## src/rtl/dcs_requant_pkg.sv

```systemverilog
// dcs_requant shared types, sizes and the round/saturate helper.
// Holds state encodings, widths and requant() for the EMIT datapath.
package dcs_pkg;

  localparam int N_WORDS = 8;
  localparam int IN_W    = 32;
  localparam int OUT_W   = 8;
  localparam int SHIFT_W = 5;
  localparam int CNT_W   = 4;
  localparam int IDX_W   = 3;

  typedef enum logic [1:0] {
    COLLECT = 2'd0,
    SHIFT   = 2'd1,
    EMIT    = 2'd2
  } state_e;

  // Round-half-up then saturate; the sum has one spare bit so the
  // rounding carry out of an all-ones word is kept.
  function automatic logic [OUT_W-1:0] requant(
    input logic [IN_W-1:0]    w,
    input logic [SHIFT_W-1:0] sh
  );
    logic [IN_W:0] rnd;
    logic [IN_W:0] sum;
    logic [IN_W:0] q;
    rnd = '0;
    if (sh != '0)
      rnd = {{IN_W{1'b0}}, 1'b1} << (sh - 1'b1);
    sum = {1'b0, w} + rnd;
    q   = sum >> sh;
    return (|q[IN_W:OUT_W]) ? {OUT_W{1'b1}} : q[OUT_W-1:0];
  endfunction

endpackage

```

## src/rtl/dcs_requant_if.sv

```systemverilog
// dcs_requant stream bundle: word input side and byte output side.
// slave = requant stage view, master = producer/consumer view.
interface dcs_requant_if;
  import dcs_pkg::*;

  logic               in_valid;
  logic [IN_W-1:0]    in_data;
  logic               out_valid;
  logic               out_ready;
  logic [OUT_W-1:0]   out_data;
  logic               out_last;
  logic [SHIFT_W-1:0] out_shift;

  modport slave (
    input  in_valid, in_data, out_ready,
    output out_valid, out_data, out_last, out_shift
  );

  modport master (
    output in_valid, in_data, out_ready,
    input  out_valid, out_data, out_last, out_shift
  );

endinterface

```

## src/rtl/dcs_requant_lzd.sv

```systemverilog
// dcs_lzd: combinational leading-one detector.
// din -> msb (index of highest set bit), zero (din == 0).
module dcs_lzd
  import dcs_pkg::*;
(
  input  logic [IN_W-1:0]    din,
  output logic [SHIFT_W-1:0] msb,
  output logic               zero
);

  always_comb begin
    msb = '0;
    for (int i = 0; i < IN_W; i++)
      if (din[i]) msb = SHIFT_W'(i);
  end

  assign zero = ~|din;

endmodule

```

## src/rtl/dcs_requant.sv

```systemverilog
// dcs_requant: 8-word burst -> shared shift -> 8 rounded bytes.
// Ports: clk, rst_n (sync, active-high), bus (slave), ovf_err. Macro DCS_REQ_DBUF_EN adds a 2nd bank.
module dcs_requant
  import dcs_pkg::*;
(
  input  logic         clk,
  input  logic         rst_n,
  dcs_requant_if.slave bus,
  output logic         ovf_err
);

  localparam logic [1:0] S_COL = COLLECT;
  localparam logic [1:0] S_SHF = SHIFT;
  localparam logic [1:0] S_EMT = EMIT;
  localparam logic [CNT_W-1:0] FULL = CNT_W'(N_WORDS);
  localparam logic [IDX_W-1:0] LAST = IDX_W'(N_WORDS - 1);

  logic [1:0]         state;
  logic [IN_W-1:0]    buf_q [2][N_WORDS];
  logic [CNT_W-1:0]   cnt_q [2];
  logic [IN_W-1:0]    max_q [2];
  logic [SHIFT_W-1:0] shift_q;
  logic [SHIFT_W-1:0] shift_c;
  logic [SHIFT_W-1:0] msb;
  logic [IDX_W-1:0]   e_idx;
  logic               wb;
  logic               rb;
  logic               zero;
  logic               wr;
  logic               wr_last;
  logic               cur_rdy;
  logic               nxt_rdy;
  logic               xfer_last;

  // A full bank refuses words; in the single-bank build the bank
  // stays full from its 8th word until its last byte leaves.
  assign wr      = bus.in_valid && (cnt_q[wb] != FULL);
  assign wr_last = wr && (cnt_q[wb] == FULL - 1'b1);
  assign cur_rdy = (cnt_q[rb] == FULL) || (wr_last && (wb == rb));

  assign xfer_last = (state == S_EMT) && bus.out_valid &&
                     bus.out_ready && bus.out_last;

`ifdef DCS_REQ_DBUF_EN
  assign nxt_rdy = (cnt_q[~rb] == FULL) || (wr_last && (wb == ~rb));

  always_ff @(posedge clk) begin
    if (rst_n) begin
      wb <= 1'b0;
      rb <= 1'b0;
    end else begin
      if (wr_last)   wb <= ~wb;
      if (xfer_last) rb <= ~rb;
    end
  end
`else
  assign nxt_rdy = 1'b0;
  assign wb      = 1'b0;
  assign rb      = 1'b0;
`endif

  dcs_lzd u_lzd (
    .din  (max_q[rb]),
    .msb  (msb),
    .zero (zero)
  );

  assign shift_c = (!zero && (msb > 5'd7)) ? msb - 5'd7 : '0;

  always_ff @(posedge clk) begin
    if (wr) buf_q[wb][cnt_q[wb][IDX_W-1:0]] <= bus.in_data;
  end

  always_ff @(posedge clk) begin
    if (rst_n) begin
      state         <= S_COL;
      shift_q       <= '0;
      e_idx         <= '0;
      ovf_err       <= 1'b0;
      bus.out_valid <= 1'b0;
      bus.out_data  <= '0;
      bus.out_last  <= 1'b0;
      bus.out_shift <= '0;
      for (int b = 0; b < 2; b++) begin
        cnt_q[b] <= '0;
        max_q[b] <= '0;
      end
    end else begin
      if (bus.in_valid && !wr) ovf_err <= 1'b1;
      if (wr) begin
        cnt_q[wb] <= cnt_q[wb] + 1'b1;
        if (bus.in_data > max_q[wb]) max_q[wb] <= bus.in_data;
      end
      unique case (state)
        S_COL: begin
          if (cur_rdy) state <= S_SHF;
        end
        S_SHF: begin
          shift_q <= shift_c;
          e_idx   <= '0;
          state   <= S_EMT;
        end
        S_EMT: begin
          if (xfer_last) begin
            bus.out_valid <= 1'b0;
            cnt_q[rb]     <= '0;
            max_q[rb]     <= '0;
            state         <= nxt_rdy ? S_SHF : S_COL;
          end else if (!bus.out_valid || bus.out_ready) begin
            bus.out_valid <= 1'b1;
            bus.out_data  <= requant(buf_q[rb][e_idx], shift_q);
            bus.out_last  <= (e_idx == LAST);
            bus.out_shift <= shift_q;
            e_idx         <= e_idx + 1'b1;
          end
        end
        default: state <= S_COL;
      endcase
    end
  end

endmodule

```

## src/flat_wrapper.sv

```systemverilog
// flat-port wrapper written by rule: the top's interface ports become plain ports
module dcs_requant_flat import dcs_pkg::*;
  (clk, rst_n, ovf_err, bus_in_valid, bus_in_data, bus_out_ready, bus_out_valid, bus_out_data, bus_out_last, bus_out_shift);
  dcs_requant_if bus_i ();
  input  logic clk;
  input  logic rst_n;
  output logic ovf_err;
  input wire logic [$bits(bus_i.in_valid)-1:0] bus_in_valid;
  input wire logic [$bits(bus_i.in_data)-1:0] bus_in_data;
  input wire logic [$bits(bus_i.out_ready)-1:0] bus_out_ready;
  output wire logic [$bits(bus_i.out_valid)-1:0] bus_out_valid;
  output wire logic [$bits(bus_i.out_data)-1:0] bus_out_data;
  output wire logic [$bits(bus_i.out_last)-1:0] bus_out_last;
  output wire logic [$bits(bus_i.out_shift)-1:0] bus_out_shift;
  assign bus_i.in_valid = bus_in_valid;
  assign bus_i.in_data = bus_in_data;
  assign bus_i.out_ready = bus_out_ready;
  assign bus_out_valid = bus_i.out_valid;
  assign bus_out_data = bus_i.out_data;
  assign bus_out_last = bus_i.out_last;
  assign bus_out_shift = bus_i.out_shift;
  dcs_requant u_core (.clk(clk), .rst_n(rst_n), .bus(bus_i), .ovf_err(ovf_err));
endmodule
```

## config.mk

```make
export PLATFORM = sky130hd
export DESIGN_NAME = dcs_requant_flat
export DESIGN_NICKNAME = d
export VERILOG_FILES = /design/src/rtl/dcs_requant_pkg.sv /design/src/rtl/dcs_requant_if.sv /design/src/rtl/dcs_requant_lzd.sv /design/src/rtl/dcs_requant.sv /design/src/flat_wrapper.sv
export SDC_FILE = /design/constraint.sdc
export NUM_CORES = 1
export LEC_CHECK = 0
export BUFFER_PORTS_ARGS = -buffer_cell sky130_fd_sc_hd__buf_2
export CAP_MARGIN = 30
export CORE_ASPECT_RATIO = 2
export CORE_UTILIZATION = 40
export DETAILED_ROUTE_END_ITERATION = 7
export PLACE_DENSITY = 0.57
export REMOVE_ABC_BUFFERS = 1
export SYNTH_ARGS = -nofsm -noshare
export SYNTH_HDL_FRONTEND = slang
export SYNTH_SLANG_ARGS = --single-unit
```

## constraint.sdc

```tcl
create_clock -name clk -period 12.2 [get_ports clk]
set_input_delay 2.44 -clock clk [delete_from_list [all_inputs] [get_ports clk]]
set_output_delay 2.44 -clock clk [all_outputs]
set_load 0.02 [all_outputs]
```

# Word level (Yosys, flattened, before mapping)

Memory sizes are Yosys's and may differ from the RTL's.
Cells that the tools add are included.

Bits in registers: 26
Memory bits (writable): 584
Memories kept: 3

Mux-type cells: 69
Magnitude comparators: 5
Eq/ne operators: 10
Add/sub/neg operators: 5
Reduce and logical (&&, ||, !) cells: 22
Shift-type cells: 2
Bitwise gates (word level): 7

Memories:

| name         | words | bits a word | read ports | clocked after Yosys merged registers in | write ports | RTL line          | RTL |
|---|---|---|---|---|---|---|---|
| u_core.buf_q | 2     | 256         | 1          | 0                                       | 1           | dcs_requant.sv:19 | `logic [IN_W-1:0] buf_q [2][N_WORDS];` |
| u_core.max_q | 2     | 32          | 1          | 0                                       | 2           | dcs_requant.sv:21 | `logic [IN_W-1:0] max_q [2];` |
| u_core.cnt_q | 2     | 4           | 1          | 0                                       | 2           | dcs_requant.sv:20 | `logic [CNT_W-1:0] cnt_q [2];` |

Operator list:

| operator                                                                        | count |
|---|---|
| 256-bit 2-to-1 mux                                                              | 1 |
| 33-bit 2-to-1 mux                                                               | 5 |
| 32-bit 2-to-1 mux                                                               | 5 |
| 5-bit 2-to-1 mux                                                                | 31 |
| 32-bit binary-select mux with 3-bit select                                      | 1 |
| 32-bit demux with 3-bit select                                                  | 1 |
| 32-bit by 33-bit adder with 33-bit output                                       | 1 |
| 1-bit by 5-bit << shifter with 33-bit output, first input constant              | 1 |
| 33-bit by 5-bit >> shifter with 33-bit output                                   | 1 |
| 32-bit greater-than comparator                                                  | 1 |
| 32-bit OR reduction                                                             | 1 |
| 25-bit OR reduction                                                             | 1 |
| 1-bit 2-to-1 mux                                                                | 16 |
| 4-bit greater-or-equal comparator, second input constant                        | 2 |
| 1-bit logical AND                                                               | 8 |
| 4-bit 2-to-1 mux                                                                | 2 |
| 8-bit 2-to-1 mux                                                                | 1 |
| 3-bit NOT with 4-bit output                                                     | 2 |
| 3-bit 2-to-1 mux                                                                | 2 |
| 2-bit case mux with 3 select lines                                              | 1 |
| 3-bit case mux with 2 select lines                                              | 1 |
| 3-bit AND reduction                                                             | 2 |
| 5-bit by 3-bit greater-than comparator with 1-bit output, second input constant | 1 |
| 5-bit nonzero test                                                              | 1 |
| 21 further kinds                                                                | 31 |

# Longest topological paths before layout

An unclocked memory read counts as a cell.

Word-level depth: 35
Mapped depth: 22
Mapped depth without buffers: 18

# Cells and area by module

Synthesis repeated with hierarchy kept, for this count alone.

Cells, all modules: 1416
Area total of the unflattened synthesis: 17598.1 µm²

Modules (own cells, without submodules):

| module      | area each (µm²) | cells an instance | seq. area each (µm²) | instances |
|---|---|---|---|---|
| dcs_requant | 17264.1         | 1351              | 9288.9               | 1 |
| dcs_lzd     | 334.1           | 65                | 0.0                  | 1 |

# Worst setup path after synthesis

Ideal clock, no wire load.

Path kind: in2reg
Start: input bus_in_data[1]
End: memory u_core.max_q[0][0] (enable)
Cell stages on the path: 12
Data arrival time: 6.022 ns
Path buffers: 0
Setup slack: 5.712 ns
Library setup time: 0.466 ns
Cells stage by stage: ha_1 nor2b_1 o21a_1 o21a_1 o21a_1 o21a_1 o21ai_0 nand2b_1 a21oi_1 o31ai_1 a211oi_1 o21ai_0

RTL lines:

| item        | RTL line          | RTL |
|---|---|---|
| from (decl) | flat_wrapper.sv:9 | `input wire logic [$bits(bus_i.in_data)-1:0] bus_in_data;` |
| to (decl)   | dcs_requant.sv:21 |  |

# Final worst setup path

Start: register u_core.e_idx[0]
End: register u_core.bus.out_data[4]

Cells in the longest elaborated chain, start to end: 8

RTL lines:

| item                                                   | RTL line              | RTL |
|---|---|---|
| from (decl)                                            | dcs_requant.sv:25     | `logic [IDX_W-1:0] e_idx;` |
| from (signal assigned)                                 | dcs_requant.sv:114    | `e_idx <= e_idx + 1'b1;` |
| 3-bit NOT with 4-bit output (not written as such) *    | dcs_requant.sv:111    | `bus.out_data <= requant(buf_q[rb][e_idx], shift_q);` |
| 32-bit binary-select mux with 3-bit select *           | dcs_requant.sv:111    |  |
| 32-bit 2-to-1 mux (not written as such) * (2 in a row) | dcs_requant.sv:111    |  |
| 32-bit by 33-bit adder with 33-bit output *            | dcs_requant_pkg.sv:30 | `sum = {1'b0, w} + rnd;` |
| 33-bit by 5-bit >> shifter with 33-bit output *        | dcs_requant_pkg.sv:31 | `q = sum >> sh;` |
| 25-bit OR reduction                                    | dcs_requant_pkg.sv:32 | `return (\|q[IN_W:OUT_W]) ? {OUT_W{1'b1}} : q[OUT_W-1:0];` |
| 8-bit 2-to-1 mux *                                     | dcs_requant_pkg.sv:32 |  |
| to (signal assigned)                                   | dcs_requant.sv:111    |  |
| to (decl)                                              | dcs_requant_if.sv:16  | `output out_valid, out_data, out_last, out_shift` |

Every way passes the cells marked *; elsewhere a longest branch is shown, timed or not. The select of a mux whose other input is x is not followed.
A chain may end at the register's enable or synchronous reset.

==> summary.txt <==
Status
  – Run status: complete, no violations

Finish
  – Final Util: 44.8%
  – Layout overhead on the synthesized area: 10.2%
  – Fillers: around 4.1k
  – Layout cells sized above 1: 18.0%
  – Final nets: 1619
  – Non-Filler Instances: 2085

Place
  – Port buffer count: 51
  – Gpl congestion: 0.951
  – Placed cell count: 2034
  – Detailed placement HPWL: approximately 39000 um

Pwr
  – Reg power frac: 42.2%
  – Lkg Pwr: 6.74 nW
  – Pwr Density: approximately 150 mW/mm^2
  – Clock power frac: 29.7%
  – Switching power: 0.000990 W
  – Comb pwr share: 28.1%
  – Sw Share: approximately a third
  – Max VDD drop: roughly 0.11 mV
  – Int Pwr: 0.00202 W

Clock tree
  – Post-CTS setup repair buffer count: 0
  – TritonCTS clock tree: built
  – Deepest clock path buffer count: 3
  – Resized cells post-CTS: 0
  – Clock root cell: clkbuf_16
  – CTS buffer count: 28
  – Hold-fix buffers, CTS: 0
  – CTS H-tree depth: 1
  – Clock Latency Late Sink: 0.57 ns
  – Worst-path clk slew: 0.08 ns
  – Clock sinks: 318

Setup path
  – CP max-delay cell: dfxtp_4
  – Critical Path, Cell by Cell: buf_4 -> mux4_2 -> mux2i_1 -> inv_1 -> ha_1 -> a211oi_1 -> o211ai_1 -> a21oi_2 -> a21oi_1 -> o211a_1 -> mux2i_1 -> a221oi_1 -> a211oi_1 -> a221o_1 -> nor2_2 -> a41o_4 -> a311oi_1
  – Slowest cell delay on critical path: 0.78 ns
  – FF-to-FF setup slack: 5.41 ns
  – R2R depth: 17
  – CP max FO: 36
  – Crit path DAT: 7.26 ns
  – Setup crit start: u_core.e_idx[0]$_SDFFE_PP0P_
  – Worst flop-to-flop path startpoint: u_core.e_idx[0]$_SDFFE_PP0P_
  – CP Data Required Time: 12.67 ns
  – Kind of start point of the critical path: flip-flop
  – Crit Path Category: flip-flop to flip-flop
  – CP endpoint kind: flip-flop

Timing
  – Maximum clock rate: 147 MHz
  – Min Clock Period, post-route: about 6.8 ns
  – Hold slack: approximately 0.45 ns
  – Final Cycle Share: 55.7%
  – Max Clock Skew: about 0.011 ns
  – Slew HR: between 30% and 40%
  – Final hold violation count: 0
  – Setup TNS: 0 ns
  – Setup violators final: 0
  – Final Max Tran Viols: 0
  – RSZ-0062 raised after global routing: false
  – Worst slew pin tran: 0.953 ns

Synth
  – Mapped Avg Cell Area: ~12 sq um
  – Top-area cell type share of the netlist area: between 40% and 50%
  – Most instantiated cells after synthesis: 292 x edfxtp_1, 103 x nand2_1, 102 x nor2_1
  – Top post-synthesis cells by area: edfxtp_1 49%, mux4_2 9.0%, ha_1 5.1%
  – Area leader, netlist: edfxtp_1
  – Most frequent cell after synthesis: edfxtp_1
  – Yosys warnings: 0
  – Sequential fraction of the synthesis area: 51.7%
  – Synth Register Bits: around 320
  – Ys flop type: edfxtp_1
  – Cell area after synthesis: roughly 0.018 sq mm
  – Post-synth ARST share: 0%
  – Post-synth cell types: 86
  – Cells after synthesis: between 1k and 1.5k
  – Post-synth EDFFs: 292

Min path
  – Min-delay src: u_core.bus.out_shift[4]$_SDFFE_PP0P_
  – Hold Path Stages: 2
  – Worst hold-check path type: flip-flop to flip-flop

Routing
  – Routed WL: 54900 um
  – DRC Markers: 0
  – Routed Antenna Nets: 0
  – Via Count: around 13k
  – DR iter-0 viols: 917
  – Avg WL per Cell: 26.3 um
  – Avg Vias per Cell: 6.25
  – Router iterations before antenna repair: 5

Global route
  – First-pass GRT wire length: 82400 um
  – Grt ovf: 0
  – Largest net degree at the start of global routing: 45
  – Vias in the first global route: approximately 13k
  – Gr usage total: between 20 and 25%
  – Initial antenna violation count: 1

Floorplanning
  – I/O pins: 52
  – Die width: 152 um
  – Row count: 109
  – Core footprint: 0.0442 sq mm
  – DIE HEIGHT: 302 um
  – Initial cell density of the core: 40.6%
  – Die Area: 0.0458 sq mm

Run
  – Max_cap viols: 0
## metal layers
metal	up-vias	wire length, um	GRT usage, %
li1	5902	-	-
met1	6504	18800	23.9
met2	455	30800	47.3
met3	172	1970	2.07
met4	0	3440	14.9
met5	-	0	0
## state kept, by name, summed over array words and instances (netlist names), 2 cells and up
name                  cells
u_core.buf_q            256
u_core.max_q             32
u_core.bus.out_data       8
u_core.bus.out_shift      5
u_core.shift_q            5
u_core.cnt_q              4
u_core.e_idx              3
u_core.state              2
## layout by cell type, fill, tap and decap left out, types with 35 or more instances in the layout
| cell | n |
|---|---|
| inv_1 | 56 |
| buf_2 | 51 |
| nand2_1 | 103 |
| o21ai_0 | 54 |
| and2_1 | 43 |
| mux2_2 | 36 |
| a21oi_1 | 85 |
| edfxtp_1 | 292 |
| nor2_1 | 97 |
| ha_1 | 73 |
| nor3_1 | 39 |
| mux4_2 | 72 |
| a211oi_1 | 35 |
## final timing paths
check | to
hold reg to reg | u_core.bus.out_shift[4]$_SDFFE_PP0P_
setup reg to reg | u_core.bus.out_data[4]$_SDFFE_PP0P_
hold / removal | u_core.bus.out_shift[4]$_SDFFE_PP0P_
setup / recovery | u_core.bus.out_data[4]$_SDFFE_PP0P_
## metrics by stage
stage | total power (W) | setup WS (ns) | cell area, sq um
finish | 0.00301 | 5.41 | 19800
global route | 0.00314 | 5.11 | 19800
CTS | 0.00302 | 5.53 | 19800
detailed placement | 0.00212 | 5.56 | 18900
global placement | 0.00212 | 5.60 | 18800
floorplan | 0.00183 | 5.36 | 17600
## layout make-up
class | instances | area, sq um | share of cell area [%]
clock inverters | 14 | 93.8 | 0.474
multi-input cells | 1027 | 8200 | 41.4
flip-flops and latches | 318 | 9300 | 47.0
diodes | 1 | 2.50 | 0.0126
clock buffers | 36 | 836 | 4.22
repair buffers | 78 | 470 | 2.38
well taps | 555 | 694 | 3.51
inverters | 56 | 210 | 1.06
## logic make-up (layout without fill, tap and decap cells)
| group | count (synthesis) | after routing | share of synthesized area [%] |
|---|---|---|---|
| and+or+nand+nor | 417 | 417 | 11.4 |
| AOI/OAI and AO/OA | 388 | 388 | 15.3 |
| DFF | 318 | 318 | 51.7 |
| buffers and inverters | 140 | 184 | 3.04 |
| muxes | 128 | 128 | 12.4 |
| adders and majority gates | 74 | 74 | 5.20 |
| xor gates and xnor gates | 19 | 19 | 0.927 |
| other | 1 | 2 | 0.0209 |
## worst max-delay path, delay by kind of cell, from the launching register on
kind                       cells  cell delay (ns)
muxes                          3             1.31
and+or+nand+nor                1             0.04
DFF                            1             0.78
buffers and inverters          2             0.81
AOI/OAI and AO/OA             10             3.32
adders and majority gates      1             0.33
## power groups by stage
stage | combinational, W | clock [W] | sequential (W)
2_1_floorplan | 0.000509 | 0 | 0.00132
3_3_place_gp | 0.000827 | 0 | 0.00129
3_5_place_dp | 0.000833 | 0 | 0.00129
4_1_cts | 0.000838 | 0.000919 | 0.00127
5_1_grt | 0.000910 | 0.000955 | 0.00127
6_report | 0.000844 | 0.000893 | 0.00127
Note: power is estimated with default switching activity, not from simulation.
